`src/rtl/rf_access_arbiter.sv`:
```
// ---------------------------------------------------------------------------
// rf_access_arbiter
//
// Purpose:
//   Shares one register-file port set (two read ports plus one write port)
//   between two requesters. A round-robin grant is issued in IDLE. The
//   winner's request is latched and presented to the register file for one
//   ISSUE cycle. The registered read data is captured during WAIT. A
//   one-cycle response pulse then goes back to the winner. The accept edge
//   is at cycle t and the response is visible in cycle t+3.
//
// Ports:
//   clk, rst              clock and asynchronous active-high reset
//   req_valid[1:0]        per-requester request pending
//   req_ready[1:0]        combinational grant in IDLE (one-hot or zero)
//   req_we[1:0]           per-requester write flag
//   req_ra1/ra2/wa        packed per-requester addresses, [i*ADDR_W +: ADDR_W]
//   req_wd                packed per-requester write data, [i*DATA_W +: DATA_W]
//   rsp_valid[1:0]        one-cycle response pulse for requester i
//   rsp_rd1/rsp_rd2       captured read data, held until the next capture
//   rf_a1/rf_a2/rf_a3     register-file addresses, driven only in ISSUE
//   rf_wd3/rf_we3         register-file write data/enable, driven only in ISSUE
//   rf_rd1/rf_rd2         register-file read data, valid one cycle after address
//   busy                  high whenever the FSM is not in IDLE
// ---------------------------------------------------------------------------
module rf_access_arbiter #(
  parameter int ADDR_W = 5,
  parameter int DATA_W = 32
) (
  input  logic                  clk,
  input  logic                  rst,
  input  logic [1:0]            req_valid,
  output logic [1:0]            req_ready,
  input  logic [1:0]            req_we,
  input  logic [2*ADDR_W-1:0]   req_ra1,
  input  logic [2*ADDR_W-1:0]   req_ra2,
  input  logic [2*ADDR_W-1:0]   req_wa,
  input  logic [2*DATA_W-1:0]   req_wd,
  output logic [1:0]            rsp_valid,
  output logic [DATA_W-1:0]     rsp_rd1,
  output logic [DATA_W-1:0]     rsp_rd2,
  output logic [ADDR_W-1:0]     rf_a1,
  output logic [ADDR_W-1:0]     rf_a2,
  output logic [ADDR_W-1:0]     rf_a3,
  output logic [DATA_W-1:0]     rf_wd3,
  output logic                  rf_we3,
  input  logic [DATA_W-1:0]     rf_rd1,
  input  logic [DATA_W-1:0]     rf_rd2,
  output logic                  busy
);

  localparam logic [1:0] IDLE  = 2'd0;
  localparam logic [1:0] ISSUE = 2'd1;
  localparam logic [1:0] WAIT  = 2'd2;

  logic [1:0]        state_q,     state_d;
  logic              lastGrant_q, lastGrant_d;
  logic              id_q,        id_d;
  logic              we_q,        we_d;
  logic [ADDR_W-1:0] ra1_q,       ra1_d;
  logic [ADDR_W-1:0] ra2_q,       ra2_d;
  logic [ADDR_W-1:0] wa_q,        wa_d;
  logic [DATA_W-1:0] wd_q,        wd_d;
  logic [1:0]        rspValid_q,  rspValid_d;
  logic [DATA_W-1:0] rspRd1_q,    rspRd1_d;
  logic [DATA_W-1:0] rspRd2_q,    rspRd2_d;

  logic winner;
  logic grantNow;
  logic issueActive;

  // Round-robin pick. When both requesters are valid, the one that did not
  // win last time gets the grant. A sole requester always wins.
  always_comb begin
    winner = 1'b0;
    case (req_valid)
      2'b01:   winner = 1'b0;
      2'b10:   winner = 1'b1;
      2'b11:   winner = ~lastGrant_q;
      default: winner = 1'b0;
    endcase
  end

  // Readiness is combinational and only meaningful in IDLE. It is gated with
  // rst so that no grant is advertised while reset is held.
  assign grantNow  = (state_q == IDLE) && (|req_valid) && !rst;
  assign req_ready = grantNow ? (winner ? 2'b10 : 2'b01) : 2'b00;

  // Next-state logic. Request fields and last grant are only touched on an
  // accept, so a request withdrawn before acceptance leaves nothing behind.
  always_comb begin
    state_d     = state_q;
    lastGrant_d = lastGrant_q;
    id_d        = id_q;
    we_d        = we_q;
    ra1_d       = ra1_q;
    ra2_d       = ra2_q;
    wa_d        = wa_q;
    wd_d        = wd_q;
    rspValid_d  = 2'b00;
    rspRd1_d    = rspRd1_q;
    rspRd2_d    = rspRd2_q;
    case (state_q)
      IDLE: begin
        if (|req_valid) begin
          state_d     = ISSUE;
          lastGrant_d = winner;
          id_d        = winner;
          we_d        = req_we[winner];
          ra1_d       = winner ? req_ra1[ADDR_W +: ADDR_W] : req_ra1[0 +: ADDR_W];
          ra2_d       = winner ? req_ra2[ADDR_W +: ADDR_W] : req_ra2[0 +: ADDR_W];
          wa_d        = winner ? req_wa[ADDR_W +: ADDR_W]  : req_wa[0 +: ADDR_W];
          wd_d        = winner ? req_wd[DATA_W +: DATA_W]  : req_wd[0 +: DATA_W];
        end
      end
      ISSUE: begin
        state_d = WAIT;
      end
      WAIT: begin
        // Register-file data for the ISSUE addresses is valid now. The write
        // from ISSUE has not yet been observed, so a same-address read
        // returns the old value.
        state_d    = IDLE;
        rspRd1_d   = rf_rd1;
        rspRd2_d   = rf_rd2;
        rspValid_d = id_q ? 2'b10 : 2'b01;
      end
      default: begin
        state_d = IDLE;
      end
    endcase
  end

  // State registers. Reset favours requester 0 by marking requester 1 as
  // the last winner. Any in-flight request is dropped without a response.
  always_ff @(posedge clk or posedge rst) begin
    if (rst) begin
      state_q     <= IDLE;
      lastGrant_q <= 1'b1;
      id_q        <= 1'b0;
      we_q        <= 1'b0;
      ra1_q       <= '0;
      ra2_q       <= '0;
      wa_q        <= '0;
      wd_q        <= '0;
      rspValid_q  <= 2'b00;
      rspRd1_q    <= '0;
      rspRd2_q    <= '0;
    end else begin
      state_q     <= state_d;
      lastGrant_q <= lastGrant_d;
      id_q        <= id_d;
      we_q        <= we_d;
      ra1_q       <= ra1_d;
      ra2_q       <= ra2_d;
      wa_q        <= wa_d;
      wd_q        <= wd_d;
      rspValid_q  <= rspValid_d;
      rspRd1_q    <= rspRd1_d;
      rspRd2_q    <= rspRd2_d;
    end
  end

  // The register-file bus is quiet except during ISSUE. Because state_q
  // resets asynchronously, rf_we3 drops the moment rst rises.
  assign issueActive = (state_q == ISSUE);
  assign rf_a1  = issueActive ? ra1_q : '0;
  assign rf_a2  = issueActive ? ra2_q : '0;
  assign rf_a3  = issueActive ? wa_q  : '0;
  assign rf_wd3 = issueActive ? wd_q  : '0;
  assign rf_we3 = issueActive & we_q;

  assign rsp_valid = rspValid_q;
  assign rsp_rd1   = rspRd1_q;
  assign rsp_rd2   = rspRd2_q;
  assign busy      = (state_q != IDLE);

endmodule

```
`config.mk`:
```
export PLATFORM = sky130hd
export DESIGN_NAME = rf_access_arbiter
export DESIGN_NICKNAME = d
export VERILOG_FILES = /design/src/rtl/rf_access_arbiter.sv
export SDC_FILE = /design/constraint.sdc
export NUM_CORES = 1
export LEC_CHECK = 0
export BUFFER_PORTS_ARGS = -buffer_cell sky130_fd_sc_hd__buf_2
export CAP_MARGIN = 10
export CORE_MARGIN = 5
export CORE_UTILIZATION = 40
export CTS_BUF_LIST = sky130_fd_sc_hd__clkbuf_16
export DETAILED_ROUTE_END_ITERATION = 12
export PLACE_DENSITY_LB_ADDON = 0.05
export SETUP_SLACK_MARGIN = 0.2
export SYNTH_ARGS = -nofsm -noshare
export SYNTH_HDL_FRONTEND = slang
export SYNTH_SLANG_ARGS = --single-unit
```
`constraint.sdc`:
```
create_clock -name clk -period 4 [get_ports clk]
set_input_delay 0.4 -clock clk [delete_from_list [all_inputs] [get_ports clk]]
set_output_delay 0.4 -clock clk [all_outputs]
set_load 0.01 [all_outputs]
```
==> results of run 1 <==
==> per-stage QoR <==
stage          utilization, %  instances  hold WS [ns]  instance area [um2]  total power [mW]
2_1_floorplan               -        479         0.403                 5190              3.75
3_3_place_gp             52.7        898         0.419                 6680              4.65
3_5_place_dp             52.7        898         0.416                 6680              4.72
4_1_cts                  57.0        929        0.0663                 7220              6.14
5_1_grt                  57.0        929        0.0932                 7220              6.50
6_report                 57.0        931        0.0658                 7230              6.07
==> synthesized netlist by cell type (all sizes together) <==
cell	count	area, um2
or2	1	6.26
clkbuf	19	71.3
a21bo	1	10.0
o22ai	1	6.26
mux2	64	721
buf	21	141
a31oi	49	313
nor2	3	11.3
nor3	1	5.00
nand2	96	360
nand2b	1	6.26
dfstp	1	26.3
and3	1	6.26
and2	49	307
nor2b	1	6.26
dfrtp	117	2930
a21boi	1	7.51
inv	3	11.3
a21oi	49	245
==> registers in the layout, indices dropped and copies added, names as in the netlist <==
| register | count |
|---|---|
| id_q | 1 |
| ra1_q | 5 |
| rsp_rd1 | 32 |
| wa_q | 5 |
| lastGrant_q | 1 |
| wd_q | 32 |
| rsp_rd2 | 32 |
| rsp_valid | 2 |
| state_q | 2 |
| we_q | 1 |
| ra2_q | 5 |
==> logic make-up (layout without fill, tap and decap cells) <==
kind of cell           Yosys count  count (layout)  share of synthesized area [%]
AND/OR/NAND/NOR                153             153                           13.6
multiplexers                    64              64                           13.9
buffers and inverters           43             321                           4.32
AO/OA/AOI/OAI                  101             101                           11.2
other                            0               2                              0
flip-flops                     118             118                           56.9
==> per-layer routing <==
metal / share of wire [%] / global-route usage [%] / routed length [um] / vias to the layer above
met5: 0.18 / 0 / 28 / -
met4: 3.1 / 10.9 / 480 / 4
met3: 9.5 / 6.13 / 1500 / 42
met2: 48 / 32.2 / 7540 / 230
met1: 39 / 24.1 / 6170 / 2153
li1: - / - / - / 2177
==> worst register-to-register path: cells and delay by family, from the launching register on <==
family | cells | cell delay (ns)
AO/OA/AOI/OAI | 1 | 0.19
buffers and inverters | 1 | 0.46
AND/OR/NAND/NOR | 2 | 0.88
flip-flops | 1 | 0.44
==> final cells by class <==
class	count	area, um2
fill	1203	5440
sequential	118	2950
multi-input combinational	318	2040
timing repair buffer	287	1450
clock buffer	17	425
tap	172	215
clock inverter	14	120
inverter	3	13.8
antenna	2	5.00
==> worst min path at each step <==
stage / from / end / slack (ns) / cells past startpoint
after global routing: rst / rsp_rd2[3] / 0.09 / 2
after floorplan: id_q / rsp_valid[0] / 0.40 / 1
after global placement: id_q / rsp_valid[0] / 0.42 / 1
after CTS: rst / rsp_rd2[3] / 0.07 / 2
after detailed placement: id_q / rsp_valid[0] / 0.42 / 1
final: rst / rsp_rd2[3] / 0.07 / 2
==> power breakdown <==
group	switching, mW	internal, mW
combinational	1.38	1.18
clock	0.504	0.894
sequential	0.291	1.82
total	2.17	3.89
==> results.py, run 1 <==
metrics = {
    "clock_network": {
        "cts_hold_buf": 0,
        "ctsHtreeMaxLevel": 4,
        "root_buffer": "clkbuf_16",
        "post-cts-setup-buffer-count": 0,
        "cts.sinks": 118,
        "clock_latency_ns": 0.40,
        "cts_buffers": 17,
        "clk_pin_slew_ns": 0.05,
        "cts.repair.resized": 0,
        "clock_path_buffers": 2,
        "cts_tree": "yes",
    },
    "worst_hold_path": {
        "hold_class": "input port to async pin",
    },
    "global_route": {
        "grt_antenna_before_repair": 2,
        "grt-ovfl-total": 0,
        "grt_first_pass_wirelength_um": 23500,
        "grt_start_max_net_pins": 51,
        "grtUsageTotal_pct": 20.1,
        "grt_pass1_vias": 4813,
    },
    "critical_path": {
        "r2r-start": "state_q[1]",
        "ff2ff_setup_slack_ns": 1.89,
        "cp.arrival_ns": 2.29,
        "endpoint": "req_ready[1]",
        "required_ns": 3.60,
        "start_kind": "register",
        "reg2reg_depth": 4,
        "path_cells": "nor2_4 -> buf_4 -> inv_1 -> nor3_1 -> buf_2",
        "cp_num_buf_inv": 3,
        "crit_type": "register to output pin",
        "r2r_end": "wd_q[27]",
        "setup.worst_path.end_class": "output pin",
        "slowest_delay_ns": 0.59,
        "path_max_fanout": 28,
        "crit_slowest_cell": "nor2_4",
        "cp.depth": 5,
        "crit_family": "simple AND/OR/NAND/NOR gates",
        "crit_start": "state_q[1]",
    },
    "die": {
        "fp.dieH_um": 124,
        "rows": 41,
        "dieArea_um2": 15400,
        "io_pins": 281,
        "coreArea_um2": 12700,
        "die_w_um": 124,
        "initial_core_util_pct": 40.9,
    },
    "sta": {
        "tightest_slew_ns": 1.01,
        "layout_setup_ws_ns": 1.31,
        "fin_worst_skew_ns": 0.00372,
        "max-slew-margin-rel_pct": 33.0,
        "max_freq_mhz": 372,
        "finalCriticalPeriod_ns": 2.69,
        "rsz0062_at_grt": "false",
        "final-setup-viol-count": 0,
        "maxSlewViolCount": 0,
        "final.period_utilization_pct": 67.1,
        "setup-tns-final_ns": 0,
        "final_hold_viol_count": 0,
    },
    "placement": {
        "globalplace.congestion": 0.790,
        "port-buffer-count": 280,
        "pre_cts_ws_ns": 1.55,
        "dp_hpwl_um": 11300,
    },
    "status": {
        "status": "finished, final reports clean",
    },
    "route": {
        "wl_per_cell_um": 16.9,
        "avgViaCountPerCell": 4.95,
        "drt_iter0_markers": 282,
        "drt-total-wl_um": 15700,
        "dr.pass1.iters": 4,
        "via_count": 4606,
        "ant_nets": 0,
        "post-route-drc-count": 0,
    },
    "yosys": {
        "synth_fp_nets": 643,
        "netlist_instances": 479,
        "syn_area_um2": 5190,
        "ys_ff_latch": 118,
        "ys_seq_area_share_pct": 56.9,
        "yosysWarnings": 0,
        "synth_cell_types": 22,
        "syn_area_per_cell_um2": 10.8,
    },
    "power_and_ir_drop": {
        "vdd_drop_max_v": 0.000491,
        "power.density_nw_per_um2": 839,
        "p_leak_nw": 3.64,
    },
    "cells_and_area": {
        "syn2layout_area_growth_pct": 39.3,
        "drive_gt1_share_pct": 51.3,
        "layout_commonest_cell": "buf_2",
        "nets": 909,
        "mostFrequentLayoutCells": "buf_2, dfrtp_1, nand2_1",
    },
    "flow_run": {
        "cap_viol_max_count": 0,
    },
}
(Power assumes the default switching activity.)
==> run 2: changes to the inputs <==
Clock period 4 ns to 2.7 ns, I/O delays scaled along.
==> results.py, run 2 (synthesis results as in run 1) <==
metrics = {
    "status": {
        "status": "finished, final reports clean",
    },
    "route": {
        "post-route-drc-count": 0,
        "ant_nets": 0,
        "avgViaCountPerCell": 4.85,
        "drt-total-wl_um": 16000,
        "dr.pass1.iters": 4,
        "drt_iter0_markers": 198,
        "via_count": 4520,
        "wl_per_cell_um": 17.1,
    },
    "critical_path": {
        "slowest_delay_ns": 0.79,
        "path_cells": "nor2b_4 -> and2_1 -> buf_2",
        "crit_slowest_cell": "nor2b_4",
        "required_ns": 2.43,
        "ff2ff_setup_slack_ns": 0.95,
        "path_max_fanout": 49,
        "start_kind": "register",
        "crit_type": "register to output pin",
        "setup.worst_path.end_class": "output pin",
        "cp.arrival_ns": 2.04,
    },
    "sta": {
        "rsz0062_at_grt": "false",
        "tightest_slew_ns": 0.972,
        "maxSlewViolCount": 0,
        "fin_worst_skew_ns": 0.00580,
        "max-slew-margin-rel_pct": 35.1,
        "final_hold_viol_count": 0,
        "final-setup-viol-count": 0,
        "finalCriticalPeriod_ns": 2.31,
        "final.period_utilization_pct": 85.7,
        "max_freq_mhz": 432,
    },
    "clock_network": {
        "post-cts-setup-buffer-count": 0,
        "cts_buffers": 17,
        "cts.repair.resized": 0,
        "cts_hold_buf": 0,
        "cts.sinks": 118,
        "cts_tree": "yes",
        "root_buffer": "clkbuf_16",
        "clk_pin_slew_ns": 0.05,
        "clock_path_buffers": 2,
        "ctsHtreeMaxLevel": 4,
        "clock_latency_ns": 0.40,
    },
    "cells_and_area": {
        "antenna_cells": 0,
        "syn2layout_area_growth_pct": 40.8,
        "drive_gt1_share_pct": 51.1,
        "nets": 911,
        "finish.utilization_pct": 57.6,
        "layout_commonest_cell": "buf_2",
        "mostFrequentLayoutCells": "buf_2, dfrtp_1, nand2_1",
    },
    "power_and_ir_drop": {
        "clkPwrFrac_pct": 23.8,
        "p_leak_nw": 3.67,
        "total_power_mw": 9.13,
        "power.density_nw_per_um2": 1250,
        "sw_frac_of_total_pct": 35.4,
        "pwr-share-comb_pct": 41.8,
        "vdd_drop_max_v": 0.000438,
        "intPower_mw": 5.90,
        "switchingPower_mw": 3.23,
        "pwr-share-seq_pct": 34.5,
    },
    "placement": {
        "globalplace.congestion": 0.775,
        "dp_hpwl_um": 11300,
        "port-buffer-count": 280,
    },
    "global_route": {
        "use_met3_pct": 6.31,
        "grt_start_max_net_pins": 119,
        "grtUsageMet2_pct": 35.5,
        "grtUsageTotal_pct": 20.4,
        "grt_pass1_vias": 4740,
        "grt_antenna_before_repair": 0,
        "grt-ovfl-total": 0,
        "use_met1_pct": 23.6,
        "grt.busiest_layer": "met2",
        "grt_first_pass_wirelength_um": 23800,
    },
    "die": {
        "initial_core_util_pct": 40.9,
        "die_w_um": 124,
        "dieArea_um2": 15400,
        "fp.dieH_um": 124,
        "rows": 41,
        "coreArea_um2": 12700,
        "io_pins": 281,
    },
    "flow_run": {
        "cap_viol_max_count": 0,
    },
    "worst_hold_path": {
        "hold_class": "input port to register",
    },
}
run 2: power by group through the flow:
stage	registers, mW	clock network, mW	logic (mW)
after floorplan	3.31	0	2.24
after global placement	3.15	0	3.80
after detailed placement	3.17	0	3.89
after CTS	3.15	2.23	3.89
after global routing	3.24	2.30	4.19
final	3.15	2.17	3.81
run 2: through the flow:
step | setup WS, ns | cells | area, um2 | setup TNS [ns] | hold WS (ns)
global placement | 0.801 | 900 | 6730 | 0 | 0.419
floorplan | -0.000311 | 479 | 5190 | -0.000311 | 0.333
detailed placement | 0.755 | 900 | 6730 | 0 | 0.421
global route | 0.241 | 932 | 7300 | 0 | 0.0783
finish | 0.386 | 932 | 7300 | 0 | 0.0858
CTS | 0.312 | 932 | 7300 | 0 | 0.0654
run 2: critical path, delay by kind of cell, from the launching register on:
family,cells,cell delay (ns)
AND/OR/NAND/NOR,2,1.05
flip-flops,1,0.45
buffers and inverters,1,0.14
run 2: final timing paths:
check / startpoint / end / cells past startpoint
min: req_valid[0] / lastGrant_q / 2
max reg2reg: state_q[1] / wd_q[18] / 4
min in group asynchronous: rst / ra1_q[3] / 3
max: state_q[1] / rf_a1[3] / 3
max in group asynchronous: rst / rsp_rd1[0] / 3
min reg2reg: id_q / rsp_valid[0] / 1
run 2: area by class of cell:
cell class,instances,area [um2]
multi-input combinational,318,2040
fill,1180,5370
clock inverter,15,146
tap,172,215
inverter,3,15.0
sequential,118,2950
clock buffer,17,425
timing repair buffer,289,1510
run 2: layer usage:
layer  wire [um]  part of all wire [%]
met1        6170                    39
met2        8050                    50
met3        1420                   8.9
met4         314                   2.0
met5           0                     0
==> run 3: changes to the inputs <==
Settings changed: BUFFER_PORTS_ARGS -buffer_cell sky130_fd_sc_hd__buf_2 to default, CAP_MARGIN 10 to 20, DONT_BUFFER_PORTS from default to 1.
==> results.py, run 3 (synthesis results as in run 1) <==
metrics = {
    "status": {
        "status": "finished, violations left",
        "violations": "negative hold slack",
    },
    "route": {
        "avgViaCountPerCell": 5.30,
        "dr.pass1.iters": 4,
        "via_count": 3965,
        "post-route-drc-count": 0,
        "wl_per_cell_um": 20.9,
        "drt-total-wl_um": 15600,
        "drt_iter0_markers": 151,
        "ant_nets": 0,
    },
    "sta": {
        "final_hold_viol_count": 24,
        "tightest_slew_ns": 0.622,
        "max-slew-margin-rel_pct": 58.5,
        "final.period_utilization_pct": 84.9,
        "max_freq_mhz": 436,
        "final-setup-viol-count": 0,
        "finalCriticalPeriod_ns": 2.29,
        "rsz0062_at_grt": "false",
        "whs_ns": -0.0218,
        "fin_worst_skew_ns": 0.00642,
        "layout_setup_ws_ns": 0.408,
        "maxSlewViolCount": 0,
    },
    "cells_and_area": {
        "antenna_cells": 0,
        "drive_gt1_share_pct": 19.1,
        "nets": 728,
        "instances_no_fill": 748,
        "mostFrequentLayoutCells": "dfrtp_1, dlygate4sd3_1, nand2_1",
        "fin_area_um2": 6860,
        "layout_commonest_cell": "dfrtp_1",
        "syn2layout_area_growth_pct": 32.2,
    },
    "global_route": {
        "use_met1_pct": 22.4,
        "grt.busiest_layer": "met2",
        "grt_antenna_before_repair": 0,
        "grt_pass1_vias": 4326,
        "grt-ovfl-total": 0,
        "grt_first_pass_wirelength_um": 23300,
        "grt_start_max_net_pins": 119,
        "use_met3_pct": 8.17,
        "grtUsageMet2_pct": 33.8,
        "grtUsageTotal_pct": 20.1,
    },
    "placement": {
        "dp_hpwl_um": 10100,
        "placedCellCount": 620,
        "globalplace.congestion": 0.748,
        "pre_cts_ws_ns": 0.955,
        "port-buffer-count": 0,
        "dpl_cell_area_um2": 5320,
    },
    "critical_path": {
        "cp.arrival_ns": 2.58,
        "start_kind": "register",
        "required_ns": 2.98,
        "setup.worst_path.end_class": "register",
        "path_max_fanout": 32,
        "crit_type": "register to register",
    },
    "clock_network": {
        "ctsHtreeMaxLevel": 4,
        "clock_path_buffers": 2,
        "cts_tree": "yes",
        "clk_pin_slew_ns": 0.05,
        "cts.sinks": 118,
        "root_buffer": "clkbuf_16",
        "cts_buffers": 17,
        "post-cts-setup-buffer-count": 0,
        "clock_latency_ns": 0.40,
    },
    "worst_hold_path": {
        "hold_class": "input port to async pin",
    },
    "die": {
        "io_pins": 281,
        "initial_core_util_pct": 40.9,
        "dieArea_um2": 15400,
        "fp.dieH_um": 124,
        "die_w_um": 124,
        "rows": 41,
        "coreArea_um2": 12700,
    },
    "power_and_ir_drop": {
        "intPower_mw": 5.59,
        "pwr-share-seq_pct": 40.3,
        "power.density_nw_per_um2": 1270,
        "pwr-share-comb_pct": 34.8,
        "sw_frac_of_total_pct": 35.8,
        "vdd_drop_max_v": 0.000562,
        "total_power_mw": 8.71,
        "switchingPower_mw": 3.12,
        "clkPwrFrac_pct": 24.9,
        "p_leak_nw": 2.90,
    },
    "flow_run": {
        "cap_viol_max_count": 0,
    },
}
[run 3: changes by cell type in the layout (fill, tap and decap cells not counted)]
cell,before,now
clkinv_4,0,1
buf_2,280,0
clkinv_2,3,6
clkinv_1,4,2
dlygate4sd3_1,0,97
buf_12,3,2
clkinvlp_4,3,1
inv_1,5,4
buf_4,6,7
[run 3: worst paths after layout]
kind	start	depth (start not counted)	slack, ns	end
max in group asynchronous	rst	2	2.27	rsp_rd1[13]
hold / removal	rst	2	-0.02	ra1_q[3]
setup / recovery	state_q[1]	5	0.41	ra2_q[4]
setup reg to reg	state_q[1]	5	0.41	ra2_q[4]
hold reg to reg	id_q	1	0.42	rsp_valid[0]
min in group clk	req_ra2[3]	2	0.02	ra2_q[3]
[run 3: routing by layer]
| layer | routed length [um] | part of all wire, % |
|---|---|---|
| met1 | 5700 | 37 |
| met5 | 0 | 0 |
| met4 | 435 | 2.8 |
| met2 | 7750 | 50 |
| met3 | 1720 | 11 |
[run 3: area by class of cell]
cell class,instances,area [um2]
well taps,172,215
repair buffers,106,1060
fillers,1138,5810
clock inverters,14,144
flip-flops and latches,118,2950
inverters,3,15.0
clock buffers,17,425
multi-input cells,318,2040
[run 3: repair_timing]
action,in CTS,in global routing
endpoints found under the hold margin,76,1
gates resized for setup,0,0
setup endpoints to repair,0,0
hold buffers,96,1
[run 3: per-stage QoR]
step / util [%] / TNS [ns] / hold WS, ns
finish: 54.1 / 0 / -0.0218
global route: 54.1 / 0 / 0.00328
CTS: 54.0 / 0 / 0.0000641
detailed placement: 42.0 / 0 / 0.342
global placement: 42.0 / 0 / 0.337
floorplan: - / -0.000311 / 0.333
[run 3: power groups by stage]
| stage | Sequential, mW | Combinational, mW | Clock (mW) |
|---|---|---|---|
| 5_1_grt | 3.62 | 3.35 | 2.29 |
| 3_3_place_gp | 3.52 | 2.61 | 0 |
| 3_5_place_dp | 3.53 | 2.67 | 0 |
| 2_1_floorplan | 3.31 | 2.24 | 0 |
| 6_report | 3.51 | 3.03 | 2.17 |
| 4_1_cts | 3.51 | 3.05 | 2.22 |
[run 3: worst max-delay path: stages (launching register included)]
cell and delay (ns):
dfrtp_1 0.44, nor2_4 0.15, and2_2 0.42, buf_4 0.43, a31oi_1 0.14, dlygate4sd3_1 0.59
